--- config.mk ---
export PLATFORM = sky130hd
export DESIGN_NAME = sprite_drawer
export DESIGN_NICKNAME = d
export VERILOG_FILES = /design/src/rtl/vga_pkg.sv /design/src/rtl/sprite_addr_gen.sv /design/src/rtl/sprite_drawer.sv
export SDC_FILE = /design/constraint.sdc
export NUM_CORES = 1
export LEC_CHECK = 0
export CAP_MARGIN = 20
export CORE_ASPECT_RATIO = 0.75
export CORE_MARGIN = 1.5
export CORE_UTILIZATION = 35
export CTS_CLUSTER_SIZE = 24
export DETAILED_ROUTE_END_ITERATION = 16
export GPL_TIMING_DRIVEN = 0
export HOLD_SLACK_MARGIN = 0.06
export PLACE_DENSITY = 0.62
export SYNTH_ARGS = -nofsm -noshare
export SYNTH_HDL_FRONTEND = slang
export SYNTH_SLANG_ARGS = --single-unit
--- constraint.sdc ---
create_clock -name clk -period 11.2 [get_ports clk]
set_input_delay 1.68 -clock clk [delete_from_list [all_inputs] [get_ports clk]]
set_output_delay 1.68 -clock clk [all_outputs]
set_load 0.02 [all_outputs]
--- src/rtl/vga_pkg.sv ---
// vga_pkg
//   Shared VGA timing constants and pixel type for the video path.
//   H_TOTAL/V_TOTAL : raster period in clocks / lines
//   H_ACTIVE/V_ACTIVE : visible area
//   TRANSP : default transparent colour key (RRGGBB)
//   pixel_t : one RRGGBB pixel
package vga_pkg;

   localparam int H_TOTAL  = 800;
   localparam int V_TOTAL  = 525;
   localparam int H_ACTIVE = 640;
   localparam int V_ACTIVE = 480;

   localparam int PIX_W = 6;
   typedef logic [PIX_W-1:0] pixel_t;

   localparam pixel_t TRANSP = 6'h3F;

endpackage

--- src/rtl/sprite_addr_gen.sv ---
// sprite_addr_gen
//   Per-frame shadow latch of sprite position/frame/mirror, bounding-box
//   compare and incremental ROM address generation (no per-pixel multiply).
//   Ports:
//     clk, reset           pixel clock, async active-low reset
//     hcount, vcount       raster position (sampled cycle n)
//     pos_x, pos_y         sprite top-left, latched on the latch line
//     frame_sel, mirror    animation frame / horizontal flip, latched likewise
//     rom_addr             registered ROM address (valid cycle n+1)
//     in_box               registered in-box flag aligned with rom_addr
module sprite_addr_gen
   import vga_pkg::*;
#(
   parameter int SPR_W   = 124,
   parameter int SPR_H   = 162,
   parameter int FRAMES  = 2,
   parameter int ADDR_W  = 16,
   parameter int H_TOTAL = vga_pkg::H_TOTAL,
   parameter int V_LATCH = vga_pkg::V_ACTIVE
) (
   input  logic              clk,
   input  logic              reset,
   input  logic [9:0]        hcount,
   input  logic [9:0]        vcount,
   input  logic [9:0]        pos_x,
   input  logic [9:0]        pos_y,
   input  logic [1:0]        frame_sel,
   input  logic              mirror,
   output logic [ADDR_W-1:0] rom_addr,
   output logic              in_box
);

   localparam int          FRAME_SZ = SPR_W * SPR_H;
   localparam logic [10:0] W11      = 11'(SPR_W);
   localparam logic [10:0] H11      = 11'(SPR_H);
   localparam logic [10:0] WM1      = 11'(SPR_W - 1);
   localparam logic [9:0]  H_LAST   = 10'(H_TOTAL - 1);
   localparam logic [9:0]  V_LAT    = 10'(V_LATCH);

   // Shadows. The frame shadow is kept only as its ROM base address.
   logic [9:0]        x_l, y_l;
   logic              mir_l;
   logic              armed;          // set by the first latch after reset
   logic [ADDR_W-1:0] frame_base;
   logic [ADDR_W-1:0] row_off;

   logic              latch;
   logic [1:0]        frame_c;
   logic [ADDR_W-1:0] fbase_c;
   logic [9:0]        x_e, y_e;
   logic              mir_e, armed_e;
   logic [ADDR_W-1:0] fb_e, ro_e;
   logic [10:0]       h11, v11, x11, y11, rel, col;
   logic              hit, row_in;
   logic [ADDR_W-1:0] addr_c;

   always_comb begin
      latch   = (vcount == V_LAT) && (hcount == '0);
      frame_c = (int'(frame_sel) >= FRAMES) ? 2'(FRAMES - 1) : frame_sel;
      fbase_c = ADDR_W'(int'(frame_c) * FRAME_SZ);

      // On the latch cycle the incoming values are already in force, so a
      // sprite whose box starts on that very cycle draws with the new state.
      x_e     = latch ? pos_x   : x_l;
      y_e     = latch ? pos_y   : y_l;
      mir_e   = latch ? mirror  : mir_l;
      armed_e = latch | armed;
      fb_e    = latch ? fbase_c : frame_base;
      ro_e    = latch ? '0      : row_off;

      h11 = {1'b0, hcount};
      v11 = {1'b0, vcount};
      x11 = {1'b0, x_e};
      y11 = {1'b0, y_e};

      // 11-bit compare: boxes running past 1023 are clipped, never wrapped.
      hit = armed_e && (h11 >= x11) && (h11 < x11 + W11)
                    && (v11 >= y11) && (v11 < y11 + H11);

      rel    = h11 - x11;
      col    = mir_e ? (WM1 - rel) : rel;
      addr_c = fb_e + ro_e + ADDR_W'(col);

      row_in = (v11 >= {1'b0, y_l}) && (v11 < {1'b0, y_l} + H11);
   end

   always_ff @(posedge clk or negedge reset) begin
      if (!reset) begin
         x_l        <= '0;
         y_l        <= '0;
         mir_l      <= 1'b0;
         armed      <= 1'b0;
         frame_base <= '0;
         row_off    <= '0;
         rom_addr   <= '0;
         in_box     <= 1'b0;
      end else begin
         in_box <= hit;
         if (hit)
            rom_addr <= addr_c;

         if (latch) begin
            x_l        <= pos_x;
            y_l        <= pos_y;
            mir_l      <= mirror;
            armed      <= 1'b1;
            frame_base <= fbase_c;
            row_off    <= '0;
         end else if ((hcount == H_LAST) && row_in) begin
            row_off <= row_off + ADDR_W'(SPR_W);
         end
      end
   end

endmodule

--- src/rtl/sprite_drawer.sv ---
// sprite_drawer
//   Sprite address generator plus transparency-gated pixel output.
//   Latency hcount/vcount -> pixel/draw is 3 clocks.
//   Ports:
//     clk, reset          pixel clock, async active-low reset
//     hcount, vcount      raster position
//     enable              sprite visible (sampled with hcount/vcount)
//     pos_x, pos_y        sprite top-left (latched once per frame)
//     frame_sel, mirror   animation frame, horizontal flip (latched)
//     rom_addr            registered sprite ROM address
//     rom_data            ROM read data, one cycle after rom_addr
//     pixel               registered pixel colour (0 when not drawn)
//     draw                pixel is opaque and inside the box
module sprite_drawer
   import vga_pkg::*;
#(
   parameter int               SPR_W   = 124,
   parameter int               SPR_H   = 162,
   parameter int               FRAMES  = 2,
   parameter int               DATA_W  = 6,
   parameter int               ADDR_W  = 16,
   parameter logic [DATA_W-1:0] TRANSP = DATA_W'(vga_pkg::TRANSP),
   parameter int               H_TOTAL = vga_pkg::H_TOTAL,
   parameter int               V_LATCH = 480
) (
   input  logic              clk,
   input  logic              reset,
   input  logic [9:0]        hcount,
   input  logic [9:0]        vcount,
   input  logic              enable,
   input  logic [9:0]        pos_x,
   input  logic [9:0]        pos_y,
   input  logic [1:0]        frame_sel,
   input  logic              mirror,
   output logic [ADDR_W-1:0] rom_addr,
   input  logic [DATA_W-1:0] rom_data,
   output logic [DATA_W-1:0] pixel,
   output logic              draw
);

   logic in_box_d1, in_box_d2;
   logic en_d1, en_d2;
   logic opaque;

   sprite_addr_gen #(
      .SPR_W   (SPR_W),
      .SPR_H   (SPR_H),
      .FRAMES  (FRAMES),
      .ADDR_W  (ADDR_W),
      .H_TOTAL (H_TOTAL),
      .V_LATCH (V_LATCH)
   ) u_addr (
      .clk       (clk),
      .reset     (reset),
      .hcount    (hcount),
      .vcount    (vcount),
      .pos_x     (pos_x),
      .pos_y     (pos_y),
      .frame_sel (frame_sel),
      .mirror    (mirror),
      .rom_addr  (rom_addr),
      .in_box    (in_box_d1)
   );

   always_comb begin
      opaque = in_box_d2 && en_d2 && (rom_data != TRANSP);
   end

   always_ff @(posedge clk or negedge reset) begin
      if (!reset) begin
         en_d1     <= 1'b0;
         en_d2     <= 1'b0;
         in_box_d2 <= 1'b0;
         draw      <= 1'b0;
         pixel     <= '0;
      end else begin
         en_d1     <= enable;
         en_d2     <= en_d1;
         in_box_d2 <= in_box_d1;
         draw      <= opaque;
         pixel     <= opaque ? rom_data : '0;
      end
   end

endmodule

Word level (Yosys, flattened, before mapping)
Cells that the tools add are included.
{"block": "word_totals", "register_bits": 81, "out_inout_bits": 23, "inputBits": 52}
{"block": "op_classes", "n_lt_le_gt_ge": 7, "n_addsub": 8, "multipliers": 1, "bitwise": 1, "n_eq_ne": 3, "n_mux": 10, "n_reduce_logical": 11}
{"cell": "two-way mux 16 bit", "n": 4}
{"cell": "less-than comparator 10 x 11 -> 1 bit", "n": 3}
{"cell": "greater-or-equal comparator 10 bit", "n": 3}
{"cell": "adder 10 x 8 -> 11 bit, second input constant", "n": 2}
{"cell": "two-way mux 10 bit", "n": 2}
{"cell": "adder 16 x 11 -> 16 bit", "n": 1}
{"cell": "adder 16 bit", "n": 1}
{"cell": "adder 16 x 7 -> 16 bit, second input constant", "n": 1}
{"cell": "multiplier 2 x 12 -> 13 bit, second input constant", "n": 1}
{"cell": "adder 10 x 7 -> 11 bit, second input constant", "n": 1}
{"cell": "two-way mux 11 bit", "n": 1}
{"cell": "subtractor 10 x 10 -> 11 bit", "n": 1}
{"cell": "subtractor 7 x 11 -> 11 bit, first input constant", "n": 1}
{"cell": "== test 10 bit, second input constant", "n": 1}
{"cell": "== test 10 x 9 -> 1 bit, second input constant", "n": 1}
{"cell": "logical NOT 10 bit", "n": 1}
{"cell": "logical AND 1 bit", "n": 9}
{"cell": "two-way mux 6 bit", "n": 1}
{"cell": "inequality test 6 bit, second input constant", "n": 1}
{"cell": "greater-or-equal comparator 2 bit, second input constant", "n": 1}
{"cell": "two-way mux 2 bit", "n": 1}
{"cell": "nonzero test 2 bit", "n": 1}
{"cell": "two-way mux 1 bit", "n": 1}
{"cell": "OR 1 bit", "n": 1}

Depth between registers and ports, before layout
{"block": "depth", "word_depth": 8, "depth_mapped": 32}

Cells and area by module
From an unflattened synthesis, not the netlist that was laid out.
{"block": "hier_totals", "hier_cells": 688, "area_unflattened_um2": 6421.2}
{"mod": "sprite_addr_gen", "n_inst": 1, "seq_area_each_um2": 1726.7, "area_each_um2": 6069.6, "cells_each": 661}
{"mod": "sprite_drawer", "n_inst": 1, "seq_area_each_um2": 250.2, "area_each_um2": 351.6, "cells_each": 27}

Least setup slack after synthesis
No wires, ideal clock.
{"block": "synth_path", "path_kind": "input to register", "startpoint": "input port hcount[5]", "endpoint": "register u_addr.rom_addr[14]", "setup_ns": 0.125, "cell_stages": 30, "path_slack_ns": 3.075, "t_arrival_ns": 8.000, "cell_sequence": "or3_1 -> or4_4 -> nor2_4 -> buf_4 -> clkbuf_1 -> clkbuf_1 -> nand2_1 -> nand2_1 -> ha_1 -> inv_1 -> fa_1 -> inv_1 -> o221ai_1 -> a21bo_2 -> nor3_1 -> a2111oi_0 -> nor2_1 -> a31o_2 -> o31ai_1 -> xnor2_1 -> fa_1 -> inv_1 -> ha_1 -> nand2_1 -> nand2_1 -> a21oi_1 -> o21ai_0 -> a21oi_1 -> o311ai_0 -> mux2_4"}
{"block": "synth_via", "elab_chain_len": 8}
{"item": "start, declared", "line": "sprite_drawer.sv:28", "source": "input logic [9:0] hcount,"}
{"item": "logical NOT 10 bit (*)", "line": "sprite_addr_gen.sv:58", "source": "latch = (vcount == V_LAT) && (hcount == '0);"}
{"item": "logical AND 1 bit (*)", "line": "sprite_addr_gen.sv:58"}
{"item": "two-way mux 10 bit (*)", "line": "sprite_addr_gen.sv:64", "source": "x_e = latch ? pos_x : x_l;"}
{"item": "via u_addr.x_e[0]", "line": "sprite_addr_gen.sv:50", "source": "logic [9:0] x_e, y_e;"}
{"item": "branches (longest 5 deep; another with adder 16 x 11 -> 16 bit)"}
{"item": "end signal, assigned", "line": "sprite_addr_gen.sv:100", "source": "rom_addr <= addr_c;"}
{"item": "end, declared", "line": "sprite_addr_gen.sv:29", "source": "output logic [ADDR_W-1:0] rom_addr,"}
Mark *: on every way through the listed nets, which the timed path passes.
A chain may end at the register's enable or synchronous reset.

Worst setup path in the final report
Same ends and word-level chain as after synthesis.

==> flow_metrics.tcl <==
set metrics [dict create \
    pwr-share-comb_pct 13.6 \
    drc_errors 0 \
    avgViaCountPerCell 5.045 \
    outcome "completed" \
    synthCells 707 \
    synth.avg_cell_area_um2 9.132 \
    die_area_mm2 0.01928 \
    slew_headroom_pct 46.14 \
    coreArea_mm2 0.01787 \
    yosysSeqAreaShare_pct 30.62 \
    critPathMaxStageDelay_ns 0.63 \
    die_w_um 159.8 \
    synth_edf_count 0 \
    syn_area_mm2 0.006456 \
    track_usage_pct 17.66 \
    power_frac_clock_pct 43.5 \
    path_clk_slew_ns 0.06 \
    grt_pass1_wl_um 26530 \
    antenna_left 0 \
    hold_ws_ns 0.3493 \
    synthTopCellsByArea "dfrtp_1 31%, ha_1 16%, xnor2_1 5.2%, inv_1 4.9%, fa_1 3.4%" \
    p_int_mw 0.4865 \
    cts_tree "built" \
    r2r-end "u_addr.rom_addr[14]" \
    grt_max_degree 65 \
    swShare_pct 26.88 \
    synth_fp_nets 850 \
    synth_top_family_by_area "adder cells" \
    die_h_um 120.6 \
    core.rowCount 42 \
    timing.final.crit_share_pct 87.03 \
    synth_top_area_share_pct 30.62 \
    yosysUniqueCellTypes 63 \
    vias 5247 \
    ff2ff_path_depth 24 \
    p_per_area_mw_per_mm2 85.15 \
    crit_fanout 10 \
    drive_gt1_share_pct 7.143 \
    maxCapViolations 0 \
    slew_violations 0 \
    p_leak_nw 3.883 \
    post_cts_resized 0 \
    ir_drop_v 0.00005891 \
    first_iter_violations 285 \
    async_flop_share_pct 100.0 \
    fin_nets 936 \
    yosys.area_share.simple_pct 17.77 \
    synth_seq_cells 79 \
    hpwl_um 12660 \
    htree_levels 3 \
    seqPwrFrac_pct 42.9 \
    clk_path_buf_depth 2 \
    gr-total-overflow 0 \
    initial_core_util_pct 36.13 \
    synthMuxAreaShare_pct 6.764 \
    drtPass1Iterations 5 \
    hp-start "en_d1" \
    cts_root_buf "clkbuf_16" \
    rsz0062_at_grt "no" \
    hold_end "en_d2" \
    diodes 0 \
    worst_ep_required_time_ns 11.44 \
    ys.flop_type "dfrtp_1" \
    ys_warn_count 0 \
    io_buffers 74 \
    setup_violations 0 \
    timing.rr.start "u_addr.x_l[0]" \
    synth_compound_area_share_pct 13.84 \
    crit_slowest_cell "a2111oi_0" \
    finalHoldViolations 0 \
    synth.largest_area_cell "dfrtp_1" \
    crit_top_cell "nand2_1" \
    fin_setup_tns_ns 0 \
    syn2layout_area_growth_pct 21.03 \
    synthXorXnorAreaFrac_pct 5.833 \
    fmax_mhz 102.6 \
    hold_path.class "reg2reg" \
    worstSetupPathType "in2reg" \
    worstMarginPinSlew_ns 0.7876 \
    io_pins 75 \
    p_switching_mw 0.1789 \
    gp_congestion 0.8440 \
    crit_arrival_ns 9.99 \
    synth-adder-area-share_pct 18.91 \
    cts_hold_repair.buffers 0 \
    grt_antenna_before_repair 0 \
    cts_buffers 9 \
    clock-sinks 79 \
    cts_setup_buffers 0 \
    final_util_pct 43.73 \
    end_kind "register" \
    worst_clock_skew_ns 0.009182 \
    r2r_slack_ns 5.59 \
    period_needed_ns 9.747 \
    start_kind "input pin" \
    grt_pass1_vias 5046 \
    insertion_delay_ns 0.35 \
    wirelength_um 15970 \
    p_total_mw 0.6654 \
    detail_route.wl_per_cell_um 15.35 \
    whs_path_depth 0 \
    nFillCells 1769 \
]
==> layer usage <==
layer	up-vias	wire [um]	GRT usage [%]	share of wire, %
li1	2634	-	-	-
met1	2474	8638	26.79	54
met2	127	6258	24.81	39
met3	12	874	4.220	5.5
met4	0	194	4.264	1.2
met5	-	0	0	0
==> cells in the mapped netlist, drive strengths merged, types with 5 or more instances <==
cell type  number
nand4           8
ha             80
mux2           21
o21ai          34
or3             6
dfrtp          79
nor3           26
and2           19
clkbuf         10
nor2           49
nand2          52
inv            85
nand2b         17
a21oi          30
mux2i          17
a21o           22
xor2            5
fa             11
nor2b           6
xnor2          38
a2111oi         5
nand3          16
nor4            7
o21a            7
==> sequential cells by signal, summed over array words and instances, names as in the netlist <==
name,flops
pixel,6
u_addr.row_off,14
u_addr.armed,1
u_addr.frame_base,16
en_d1,1
draw,1
u_addr.y_l,10
u_addr.in_box,1
en_d2,1
u_addr.mir_l,1
u_addr.x_l,10
u_addr.rom_addr,16
in_box_d2,1
==> cell type report <==
type                       instances  area, um2  share of cell area (%)
multi-input combinational        528       4075                   52.15
tap                              242      302.8                   3.875
sequential                        79       1977                   25.30
clock buffer                      10      239.0                   3.058
inverter                          87      327.8                   4.195
buffer                            13      76.32                  0.9768
clock inverter                     6      50.05                  0.6405
timing repair buffer              75      765.7                   9.800
==> worst max-delay path, delay by kind of cell <==
family,cells,cell delay (ns)
AOI/OAI and AO/OA,9,2.36
xor gates and xnor gates,1,0.15
adders and majority gates,4,1.47
buffers and inverters,7,1.95
muxes,1,0.30
and+or+nand+nor,9,2.05
==> cells in the final DEF, fill, tap and decap left out, types with 7 or more instances in the layout <==
master            n
inv_1            85
ha_1             80
dfrtp_1          79
clkdlybuf4s50_1  73
nand2_1          52
nor2_1           48
xnor2_1          38
o21ai_0          32
a21oi_1          28
nor3_1           26
a21o_1           22
and2_1           19
mux2i_1          17
nand2b_1         17
nand3_1          16
mux2_2           13
fa_1             11
clkbuf_1         10
clkbuf_16         9
nand4_1           8
mux2_4            8
o21a_1            7
==> power groups by stage <==
stage / Sequential [mW] / Clock, mW / Combinational [mW]
CTS: 0.286 / 0.300 / 0.0906
global route: 0.286 / 0.309 / 0.101
global placement: 0.291 / 0 / 0.0885
finish: 0.286 / 0.289 / 0.0902
detailed placement: 0.291 / 0 / 0.0897
floorplan: 0.291 / 0 / 0.0459
==> per-stage QoR <==
stage / cells / worst slack, ns / instance area [um2]
floorplan: 707 / 3.075 / 6456
global placement: 1023 / 1.198 / 7500
detailed placement: 1024 / 1.149 / 7525
CTS: 1040 / 1.443 / 7814
global route: 1040 / 0.9471 / 7814
finish: 1040 / 1.453 / 7814
==> worst max path at each step <==
stage                          endpoint  startpoint
CTS                 u_addr.rom_addr[14]   hcount[5]
floorplan           u_addr.rom_addr[14]   hcount[5]
detailed placement  u_addr.rom_addr[14]   hcount[5]
finish              u_addr.rom_addr[14]   hcount[5]
global route        u_addr.rom_addr[14]   hcount[5]
global placement    u_addr.rom_addr[14]   hcount[5]
==> cells by family after synthesis <==
family | Yosys count
AOI/OAI and AO/OA | 133
xor gates and xnor gates | 43
adders and majority gates | 91
buffers and inverters | 100
DFF | 79
muxes | 38
and+or+nand+nor | 223
(Power assumes the default switching activity.)
